File: src/rtl/seven_seg_pkg.sv
`default_nettype none
// ============================================================================
//  Module      : seven_seg_pkg
//  Description : Shared constants for the seven-segment display multiplexer:
//                active-low hex segment patterns ({a,b,c,d,e,f,g}, a = bit 6),
//                the all-off pattern and the BLANK/DRIVE FSM state encoding.
//  Revision    : 1.0 - initial release
// ============================================================================
package seven_seg_pkg;

  localparam logic [6:0] SEG_0   = 7'h01;
  localparam logic [6:0] SEG_1   = 7'h4F;
  localparam logic [6:0] SEG_2   = 7'h12;
  localparam logic [6:0] SEG_3   = 7'h06;
  localparam logic [6:0] SEG_4   = 7'h4C;
  localparam logic [6:0] SEG_5   = 7'h24;
  localparam logic [6:0] SEG_6   = 7'h20;
  localparam logic [6:0] SEG_7   = 7'h0F;
  localparam logic [6:0] SEG_8   = 7'h00;
  localparam logic [6:0] SEG_9   = 7'h04;
  localparam logic [6:0] SEG_A   = 7'h08;
  localparam logic [6:0] SEG_B   = 7'h60;
  localparam logic [6:0] SEG_C   = 7'h31;
  localparam logic [6:0] SEG_D   = 7'h42;
  localparam logic [6:0] SEG_E   = 7'h30;
  localparam logic [6:0] SEG_F   = 7'h38;
  localparam logic [6:0] SEG_OFF = 7'h7F;

  typedef enum logic [0:0] {
    ST_BLANK = 1'b0,
    ST_DRIVE = 1'b1
  } state_t;

endpackage
`default_nettype wire

File: src/rtl/hex_to_seg.sv
`default_nettype none
// ============================================================================
//  Module      : hex_to_seg
//  Description : Combinational 4-bit hex to 7-segment decoder, active-low
//                cathodes ordered {a,b,c,d,e,f,g}.
//  Revision    : 1.0 - initial release
// ============================================================================
module hex_to_seg (
  input  logic [3:0] nibble,
  output logic [6:0] seg
);

  import seven_seg_pkg::*;

  // Map each hex value to its segment pattern.
  always_comb begin
    seg = SEG_OFF;
    case (nibble)
      4'h0: seg = SEG_0;
      4'h1: seg = SEG_1;
      4'h2: seg = SEG_2;
      4'h3: seg = SEG_3;
      4'h4: seg = SEG_4;
      4'h5: seg = SEG_5;
      4'h6: seg = SEG_6;
      4'h7: seg = SEG_7;
      4'h8: seg = SEG_8;
      4'h9: seg = SEG_9;
      4'hA: seg = SEG_A;
      4'hB: seg = SEG_B;
      4'hC: seg = SEG_C;
      4'hD: seg = SEG_D;
      4'hE: seg = SEG_E;
      4'hF: seg = SEG_F;
      default: seg = SEG_OFF;
    endcase
  end

endmodule
`default_nettype wire

File: src/rtl/seven_seg_mux.sv
`default_nettype none
// ============================================================================
//  Module      : seven_seg_mux
//  Description : Time-multiplexed driver for a common-anode seven-segment
//                display. Each tick advances to the next digit after an
//                anti-ghosting blank interval. All display outputs registered.
//                Optional leading-zero blanking: define SEVEN_SEG_MUX_LZB_EN.
//  Revision    : 1.0 - initial release
// ============================================================================
module seven_seg_mux #(
  parameter int NUM_DIGITS   = 8,
  parameter int BLANK_CYCLES = 100,
  parameter int IDX_W        = 3
) (
  input  logic                    clk,
  input  logic                    rst,
  input  logic                    tick,
  input  logic [4*NUM_DIGITS-1:0] data,
  input  logic [NUM_DIGITS-1:0]   dp,
  input  logic [NUM_DIGITS-1:0]   digit_en,
  output logic [NUM_DIGITS-1:0]   an,
  output logic [6:0]              seg,
  output logic                    dp_n,
  output logic [IDX_W-1:0]        digit_idx
);

  import seven_seg_pkg::*;

  // A zero-length blank would never leave BLANK cleanly, so it is stretched to one cycle.
  localparam int              BLANK_EFF = (BLANK_CYCLES < 1) ? 1 : BLANK_CYCLES;
  localparam int              CNT_W     = (BLANK_EFF > 1) ? $clog2(BLANK_EFF) : 1;
  localparam logic [CNT_W-1:0] CNT_LAST = CNT_W'(BLANK_EFF - 1);
  localparam logic [IDX_W-1:0] IDX_LAST = IDX_W'(NUM_DIGITS - 1);

  state_t                  state;
  state_t                  state_nxt;
  logic [CNT_W-1:0]        blank_cnt;
  logic [CNT_W-1:0]        blank_cnt_nxt;
  logic [IDX_W-1:0]        idx_nxt;
  logic [NUM_DIGITS-1:0]   an_nxt;
  logic [6:0]              seg_nxt;
  logic                    dp_n_nxt;

  logic [3:0]              cur_nibble;
  logic                    cur_dp;
  logic [6:0]              cur_seg;
  logic [NUM_DIGITS-1:0]   drive_an;
  logic [NUM_DIGITS-1:0]   suppress;

`ifdef SEVEN_SEG_MUX_LZB_EN
  // Hide a zero digit when every enabled digit above it is also zero; digit 0 and dp digits always show.
  always_comb begin
    logic zeros_above;
    suppress    = '0;
    zeros_above = 1'b1;
    for (int i = NUM_DIGITS - 1; i >= 0; i--) begin
      if ((i != 0) && !dp[i] && (data[4*i +: 4] == 4'h0) && zeros_above) begin
        suppress[i] = 1'b1;
      end
      if (digit_en[i] && (data[4*i +: 4] != 4'h0)) begin
        zeros_above = 1'b0;
      end
    end
  end
`else
  assign suppress = '0;
`endif

  // Select the current digit's nibble and dp, and build its one-cold anode vector.
  always_comb begin
    cur_nibble = 4'h0;
    cur_dp     = 1'b0;
    drive_an   = '1;
    for (int i = 0; i < NUM_DIGITS; i++) begin
      if (digit_idx == IDX_W'(i)) begin
        cur_nibble  = data[4*i +: 4];
        cur_dp      = dp[i];
        drive_an[i] = ~(digit_en[i] & ~suppress[i]);
      end
    end
  end

  hex_to_seg u_hex_to_seg (
    .nibble (cur_nibble),
    .seg    (cur_seg)
  );

  // Next-state and next-output logic: outputs are blank unless a digit is being driven.
  always_comb begin
    state_nxt     = state;
    blank_cnt_nxt = blank_cnt;
    idx_nxt       = digit_idx;
    an_nxt        = '1;
    seg_nxt       = SEG_OFF;
    dp_n_nxt      = 1'b1;
    case (state)
      ST_BLANK: begin
        if (blank_cnt == CNT_LAST) begin
          state_nxt     = ST_DRIVE;
          blank_cnt_nxt = '0;
          an_nxt        = drive_an;
          seg_nxt       = cur_seg;
          dp_n_nxt      = ~cur_dp;
        end else begin
          blank_cnt_nxt = blank_cnt + CNT_W'(1);
        end
      end
      ST_DRIVE: begin
        if (tick) begin
          idx_nxt       = (digit_idx == IDX_LAST) ? '0 : digit_idx + IDX_W'(1);
          state_nxt     = ST_BLANK;
          blank_cnt_nxt = '0;
        end else begin
          an_nxt   = drive_an;
          seg_nxt  = cur_seg;
          dp_n_nxt = ~cur_dp;
        end
      end
      default: begin
        state_nxt     = ST_BLANK;
        blank_cnt_nxt = '0;
      end
    endcase
  end

  // State, counter, digit index and display output registers.
  always_ff @(posedge clk or posedge rst) begin
    if (rst) begin
      state     <= ST_BLANK;
      blank_cnt <= '0;
      digit_idx <= '0;
      an        <= '1;
      seg       <= SEG_OFF;
      dp_n      <= 1'b1;
    end else begin
      state     <= state_nxt;
      blank_cnt <= blank_cnt_nxt;
      digit_idx <= idx_nxt;
      an        <= an_nxt;
      seg       <= seg_nxt;
      dp_n      <= dp_n_nxt;
    end
  end

endmodule
`default_nettype wire

File: config.mk
export PLATFORM = sky130hd
export DESIGN_NAME = seven_seg_mux
export DESIGN_NICKNAME = d
export VERILOG_FILES = /design/src/rtl/seven_seg_pkg.sv /design/src/rtl/hex_to_seg.sv /design/src/rtl/seven_seg_mux.sv
export SDC_FILE = /design/constraint.sdc
export NUM_CORES = 1
export LEC_CHECK = 0
export BUFFER_PORTS_ARGS = -buffer_cell sky130_fd_sc_hd__buf_2
export CELL_PAD_IN_SITES_DETAIL_PLACEMENT = 1
export CELL_PAD_IN_SITES_GLOBAL_PLACEMENT = 2
export CORE_MARGIN = 2
export CORE_UTILIZATION = 29
export CTS_BUF_LIST = sky130_fd_sc_hd__clkbuf_4
export CTS_CLUSTER_SIZE = 14
export DETAILED_ROUTE_END_ITERATION = 6
export HOLD_SLACK_MARGIN = 0.1
export PLACE_DENSITY = 0.93
export SKIP_CTS_REPAIR_TIMING = 1
export SLEW_MARGIN = 15
export SYNTH_ARGS = -nofsm -noshare
export SYNTH_HDL_FRONTEND = slang
export SYNTH_SLANG_ARGS = --single-unit
File: constraint.sdc
create_clock -name clk -period 3.15 [get_ports clk]
set_input_delay 0.63 -clock clk [delete_from_list [all_inputs] [get_ports clk]]
set_output_delay 0.63 -clock clk [all_outputs]
set_load 0.01 [all_outputs]
==> metrics.md, run 1 <==
| Metric | Value |
|---|---|
| CP endpoint kind | flop |
| CTS Buf Count | 3 |
| Initial antenna violation count | 0 |
| Synthesized instance count | 204 |
| Total Routing Usage GR | 16.29% |
| Hold Crit Class | primary input to flop |
| Largest family of logic cells by synthesized area | compound AO/OA/AOI/OAI gates |
| Ports | 70 |
| Layout Utilization | 37.37% |
| CTS tree | yes |
| Core Box Area | 6241 um2 |
| Area of the die | ~7000 um2 |
| Avg Cell Area, Syn | 9.022 um2 |
| Vias per cell | ~5.1 |
| Final ANT Viol Nets | 0 |
| Status | finished clean |
| Primary FF master, synth | dfstp_2 |
| Syn. warnings | 0 |
| WS Path Type | flop to flop |
| # setup viols final | 0 |
| Unrepaired setup endpoints after global routing | false |
| Mapped Nets | 268 |
| Die Height | 83.67 um |
| Netlist Area Pre-Place | 1841 um2 |
| Max Cap Viol | 0 |
| CTS Root Cell | clkbuf_4 |
| Pleak | 0.001022 uW |
| Post-synth top area share | approximately 23% |
| Share of post-route cells with drive strength above 1 | between 30% and 40% |
| Avg WL per Cell | 15.58 um |
| Placed cells | 348 |
| Multiplexer share of the synthesized area | 3.467% |
| Largest net degree at the start of global routing | 28 |
| Yosys top cell by area | dfstp_2 |
| Total routed wirelength | 5.498 mm |
| Worst setup SP type | flop |
| Adder-cell share of the synthesized area | 8.838% |
| Grt ovf | 0 |
| Largest fanout on the critical path | 9 |
| Max-slew violations | 0 |
| Vias in the first global route | 1907 |
| Max Freq | 352.1 MHz |
| Top cells by area, synth | dfstp_2 (23%), dfrtp_1 (15%), ha_1 (8.8%) |
| Synth Register Bits | 27 |
| Layout Cells excl Fill | 353 |
| Tightest Pin Transition | 0.9701 ns |
| Crit share post-route | 90.15% |
| Fin nets | approximately 340 |
| Diode count | 0 |
| CP Data Required Time | 3.42 ns |
| H-tree levels | 1 |
| Global-route wire length before repair | 9.439 mm |
| Clock transition at path regs | 0.15 ns |
| Initial Utilization | 29.49% |
| Seq/Total Area, Yosys | 37.80% |
| Simple-gate portion of the synthesized area | 19.51% |
| Synth Area in Compound Gates | 22.77% |
| Synth Area in XOR/XNOR | less than 1% |
| Slew margin rel. | a little over a third |
| Most frequent cells after synthesis | a21oi_1 (16), dfstp_2 (16), nand2_1 (16) |
| Async S/R FF share, synth | 100.0% |
| Post-synth EDFFs | 0 |
| Final period demand of the worst path | 2.840 ns |
| DIE WIDTH | 83.67 um |
| Area Growth Syn to Fin | 26.72% |
| Worst EP arrival | 3.11 ns |
| I/O Buffers | 69 |
| First drt pass iteration count | 4 |
| Worst-Skew Late Latency | 0.33 ns |
| Routed via count | 1805 |
| Clock buffer depth | 2 |
| Worst Skew | 0.007664 ns |
| Final number of hold-violating endpoints | 0 |
| Clk sinks | 27 |
| Synth cell types | 41 |
| Placement Rows | 29 |
| Routability cong. | between 0.7 and 0.8 |
| # DRC | 0 |
| Setup_tns | 0 ns |
| Maximum vdd drop | 0.1767 mV |
| Post-DP HPWL | 4.470 mm |
| Drt first-iter violations | 46 |
| Power per Cell Area | 250.9 nW/um2 |
cells in the final DEF, fill, tap and decap left out, types with 4 or more instances in the layout:
cell type and n:
o21ai_0 13, o211ai_1 5, nand2b_1 4, buf_2 69, nand2_1 16, ha_1 12
nor2_1 8, dfstp_2 16, a21oi_1 16, nand3b_1 5, nor2b_1 6, nand3_1 12
buf_4 11, o31ai_1 6, inv_1 15, nor3b_1 4, dfrtp_1 11
cell families (layout without fill, tap and decap cells):
group | after synthesis | in the layout
xor gates and xnor gates | 2 | 2
AOI/OAI and AO/OA | 62 | 62
adders and majority gates | 13 | 13
muxes | 6 | 6
and+or+nand+nor | 67 | 67
buffers and inverters | 27 | 99
DFF | 27 | 27
report_power, final:
| group | internal (uW) | total (uW) | switching, uW |
|---|---|---|---|
| logic | 42.8 | 84.0 | 41.2 |
| clock network | 48.6 | 153 | 105 |
| registers | 348 | 348 | 0 |
through the flow:
step | power, uW | area, um2 | hold WS [ns] | worst slack [ns]
after CTS | 595.4 | 2321 | 0.4290 | 0.1442
after global placement | 436.3 | 2291 | 0.5109 | 0.4226
final | 585.3 | 2332 | 0.4345 | 0.3101
after floorplan | 393.9 | 1841 | 0.4887 | 0.3850
after detailed placement | 437.7 | 2291 | 0.5339 | 0.1793
after global routing | 615.7 | 2332 | 0.4210 | 0.06891
cell type report:
type	instances	area, um2
clock buffers	3	22.52
clock inverters	1	7.507
fillers	783	3909
inverters	15	56.30
multi-input cells	150	1026
flip-flops and latches	27	695.7
well taps	77	96.34
repair buffers	80	427.9
critical path, cell delays in order, from the launching register on:
cell       delay [ns]
dfrtp_1          0.48
inv_1            0.09
ha_1             0.34
nor2b_1          0.19
a2111oi_1        0.44
o22ai_1          0.17
a31oi_2          0.27
buf_4            0.17
ha_1             0.23
mux2i_1          0.09
mux2_2           0.26
nand2_1          0.07
path summary, 6_finish.rpt:
check / end / start / slack, ns / cells past startpoint
setup / recovery: seg[3]$_DFF_PP1_ / digit_idx[0]$_DFFE_PP0P_ / 0.31 / 11
hold / removal: an[1]$_DFF_PP1_ / digit_en[1] / 0.43 / 2
setup reg to reg: seg[3]$_DFF_PP1_ / digit_idx[0]$_DFFE_PP0P_ / 0.31 / 11
hold reg to reg: blank_cnt[6]$_DFFE_PP0P_ / blank_cnt[6]$_DFFE_PP0P_ / 0.57 / 2
max in group asynchronous: blank_cnt[5]$_DFFE_PP0P_ / rst / 2.06 / 2
min in group asynchronous: blank_cnt[1]$_DFFE_PP0P_ / rst / 0.50 / 2
sequential cells by signal, summed over array words and instances (netlist names):
name,count
state,1
digit_idx,3
dp_n,1
blank_cnt,7
an,8
seg,7
per-layer routing:
metal	global-route usage, %	up-vias	share of wire [%]
met5	0	-	0
met4	1.320	0	0.27
met3	2.473	2	4.9
met2	27.85	51	48
met1	22.73	871	47
li1	-	881	-
No activity file was read; power rests on OpenSTA's default activity.
==> run 2, diff against run 1 <==
- clock period: 3.15 -> 3.2 ns (I/O delays scaled with it)
==> metrics.md, run 2 (synthesis results as in run 1) <==
| Metric | Value |
|---|---|
| # setup viols final | 0 (unchanged) |
| Slew margin rel. | 32.34% (-2.9 points) |
| Worst path slowest cell | dfrtp_1 |
| RR Startpoint | digit_idx[0]$_DFFE_PP0P_ |
| Most used cell, CP | ha_1 |
| Max Freq | 350.9 MHz (-0.35%) |
| CP Data Required Time | 3.44 ns (+0.02 ns) |
| Placed cells | 346 (-0.57%) |
| CTS Root Cell | clkbuf_4 |
| CTS tree | yes |
| Routed via count | 1780 (-1.4%) |
| Seq. cell area | 695.7 um2 (unchanged) |
| Layout Cells excl Fill | 350 (-0.85%) |
| Crit path buffers/inverters | 1 (-1) |
| Max stage delay on crit path | 0.48 ns (about the same) |
| Ports | 70 (unchanged) |
| # DRC | 0 (unchanged) |
| Top flop regs | an (8), blank_cnt (7), seg (7) |
| CP Cell Sequence | ha_1, ha_1, a2111oi_0, o22ai_1, a31oi_2, inv_1, ha_1, o211ai_1, o211ai_1 |
| WP depth | 9 (-2) |
| Initial antenna violation count | 0 (unchanged) |
| WS Path Type | flop to flop |
| I/O Buffers | 69 (unchanged) |
| Reg2Reg Depth | 9 (-2) |
| DIE WIDTH | 83.67 um (unchanged) |
| Worst EP arrival | 3.09 ns (-0.02 ns) |
| Hold Crit Class | primary input to flop |
| Final ANT Viol Nets | 0 (unchanged) |
| Maximum vdd drop | 0.1344 mV (-24%) |
| Max-slew violations | 0 (unchanged) |
| Core Box Area | 6241 um2 (unchanged) |
| Power per Cell Area | 252.9 nW/um2 (+0.80%) |
| Worst-Skew Late Latency | 0.35 ns (+0.02 ns) |
| Vias in the first global route | 1912 (+0.26%) |
| Total routed wirelength | 5.524 mm (+0.47%) |
| Footprint of the multi-input gates | 1022 um2 (-0.37%) |
| Routability cong. | 0.8027 (+3.6%) |
| Largest register FFs | 8 (unchanged) |
| H-tree levels | 1 (unchanged) |
| Fin area | 2306 um2 (-1.1%) |
| Grt ovf | 0 (unchanged) |
| Status | finished clean |
| Post-DP HPWL | 4.480 mm (+0.24%) |
| Diode count | 0 (unchanged) |
| Worst setup SP type | flop |
| Global-route wire length before repair | 9.170 mm (-2.8%) |
| Clock buffer depth | 2 (unchanged) |
| CP endpoint kind | flop |
| Total Routing Usage GR | 16.23% (-0.062 points) |
| Die Height | 83.67 um (unchanged) |
| Share of post-route cells with drive strength above 1 | 38.83% (-1.0 points) |
| Clk sinks | 27 (unchanged) |
| Vias per cell | 5.086 (-0.54%) |
| Max Cap Viol | 0 (unchanged) |
| Final number of hold-violating endpoints | 0 (unchanged) |
| Most frequent cells in the layout | buf_2 (69), nand2_1 (16), a21oi_1 (16), dfstp_2 (16), inv_1 (15) |
| Drt first-iter violations | 68 (+48%) |
| Avg WL per Cell | 15.78 um (+1.3%) |
| First drt pass iteration count | 4 (unchanged) |
| Area of the die | 7000 um2 (unchanged) |
| Placement Rows | 29 (unchanged) |
| Fill cells | 781 (-0.26%) |
| Final period demand of the worst path | 2.850 ns (+0.01004 ns) |
| Worst Skew | 0.02231 ns (+0.01465 ns) |
| Crit path max-delay family | compound AO/OA/AOI/OAI gates |
| Fin nets | 338 (-0.88%) |
| CP startpoint | digit_idx[0]$_DFFE_PP0P_ |
| Setup_tns | 0 ns (unchanged) |
| Crit share post-route | 89.06% (-1.1 points) |
| DP Area | 2276 um2 (-0.66%) |
| Largest fanout on the critical path | 11 (+2) |
| Area Growth Syn to Fin | 25.29% |
| Tightest Pin Transition | 1.014 ns (+0.04369 ns) |
| Initial Utilization | 29.49% (unchanged) |
| Commonest non-fill, non-tap cell in the layout | buf_2 |
| Unrepaired setup endpoints after global routing | false |
| Top reg by flops | an |
| Largest net degree at the start of global routing | 28 (unchanged) |
| Hold_sp | digit_en[7] |
| CTS Buf Count | 3 (unchanged) |
| Pleak | 0.001008 uW (-1.3%) |
| Clock transition at path regs | 0.17 ns (+0.02 ns) |
| Hold path cells | 2 (unchanged) |
==> run 2: cell count changes in the layout (fill, tap and decap cells not counted), sizes merged <==
cell	delta
buf	-3
==> run 2: cell type report <==
type | instances | area share, %
repair buffers | 77 | 17.58
flip-flops and latches | 27 | 30.17
clock buffers | 3 | 0.9767
clock inverters | 1 | 0.3256
inverters | 15 | 2.442
well taps | 77 | 4.178
multi-input cells | 150 | 44.33
==> run 2: final timing paths <==
kind,endpoint,slack (ns)
worst max-delay path,seg[5]$_DFF_PP1_,0.35
worst min-delay path,an[7]$_DFF_PP1_,0.42
worst max register to register,seg[5]$_DFF_PP1_,0.35
worst min register to register,blank_cnt[6]$_DFFE_PP0P_,0.55
max in group asynchronous,blank_cnt[6]$_DFFE_PP0P_,2.07
min in group asynchronous,blank_cnt[4]$_DFFE_PP0P_,0.50
==> run 2: metal layers <==
layer / track usage (%) / up-vias / share of wire [%]
met5: 0 / - / 0
met4: 3.519 / 0 / 0.87
met3: 3.165 / 4 / 4.9
met2: 28.58 / 48 / 48
met1: 20.57 / 858 / 46
li1: - / 870 / -
==> run 2: metrics by stage <==
stage                     power [uW]  hold WS, ns  worst slack, ns  util (%)
after floorplan                387.7       0.4887           0.4350         -
after global routing           610.2       0.4226           0.1125     36.95
final                          583.3       0.4218           0.3501     36.95
after CTS                      592.2       0.4142           0.3089     36.95
after global placement         428.5       0.5080           0.4647     36.47
after detailed placement       430.0       0.5266           0.2971     36.47
==> run 2: power breakdown <==
| part | total, uW | leakage (uW) | internal [uW] | switching [uW] |
|---|---|---|---|---|
| clock | 160 | 0.0000139 | 48.0 | 112 |
| combinational | 81.1 | 0.000682 | 41.3 | 39.8 |
| sequential | 343 | 0.000312 | 343 | 0 |
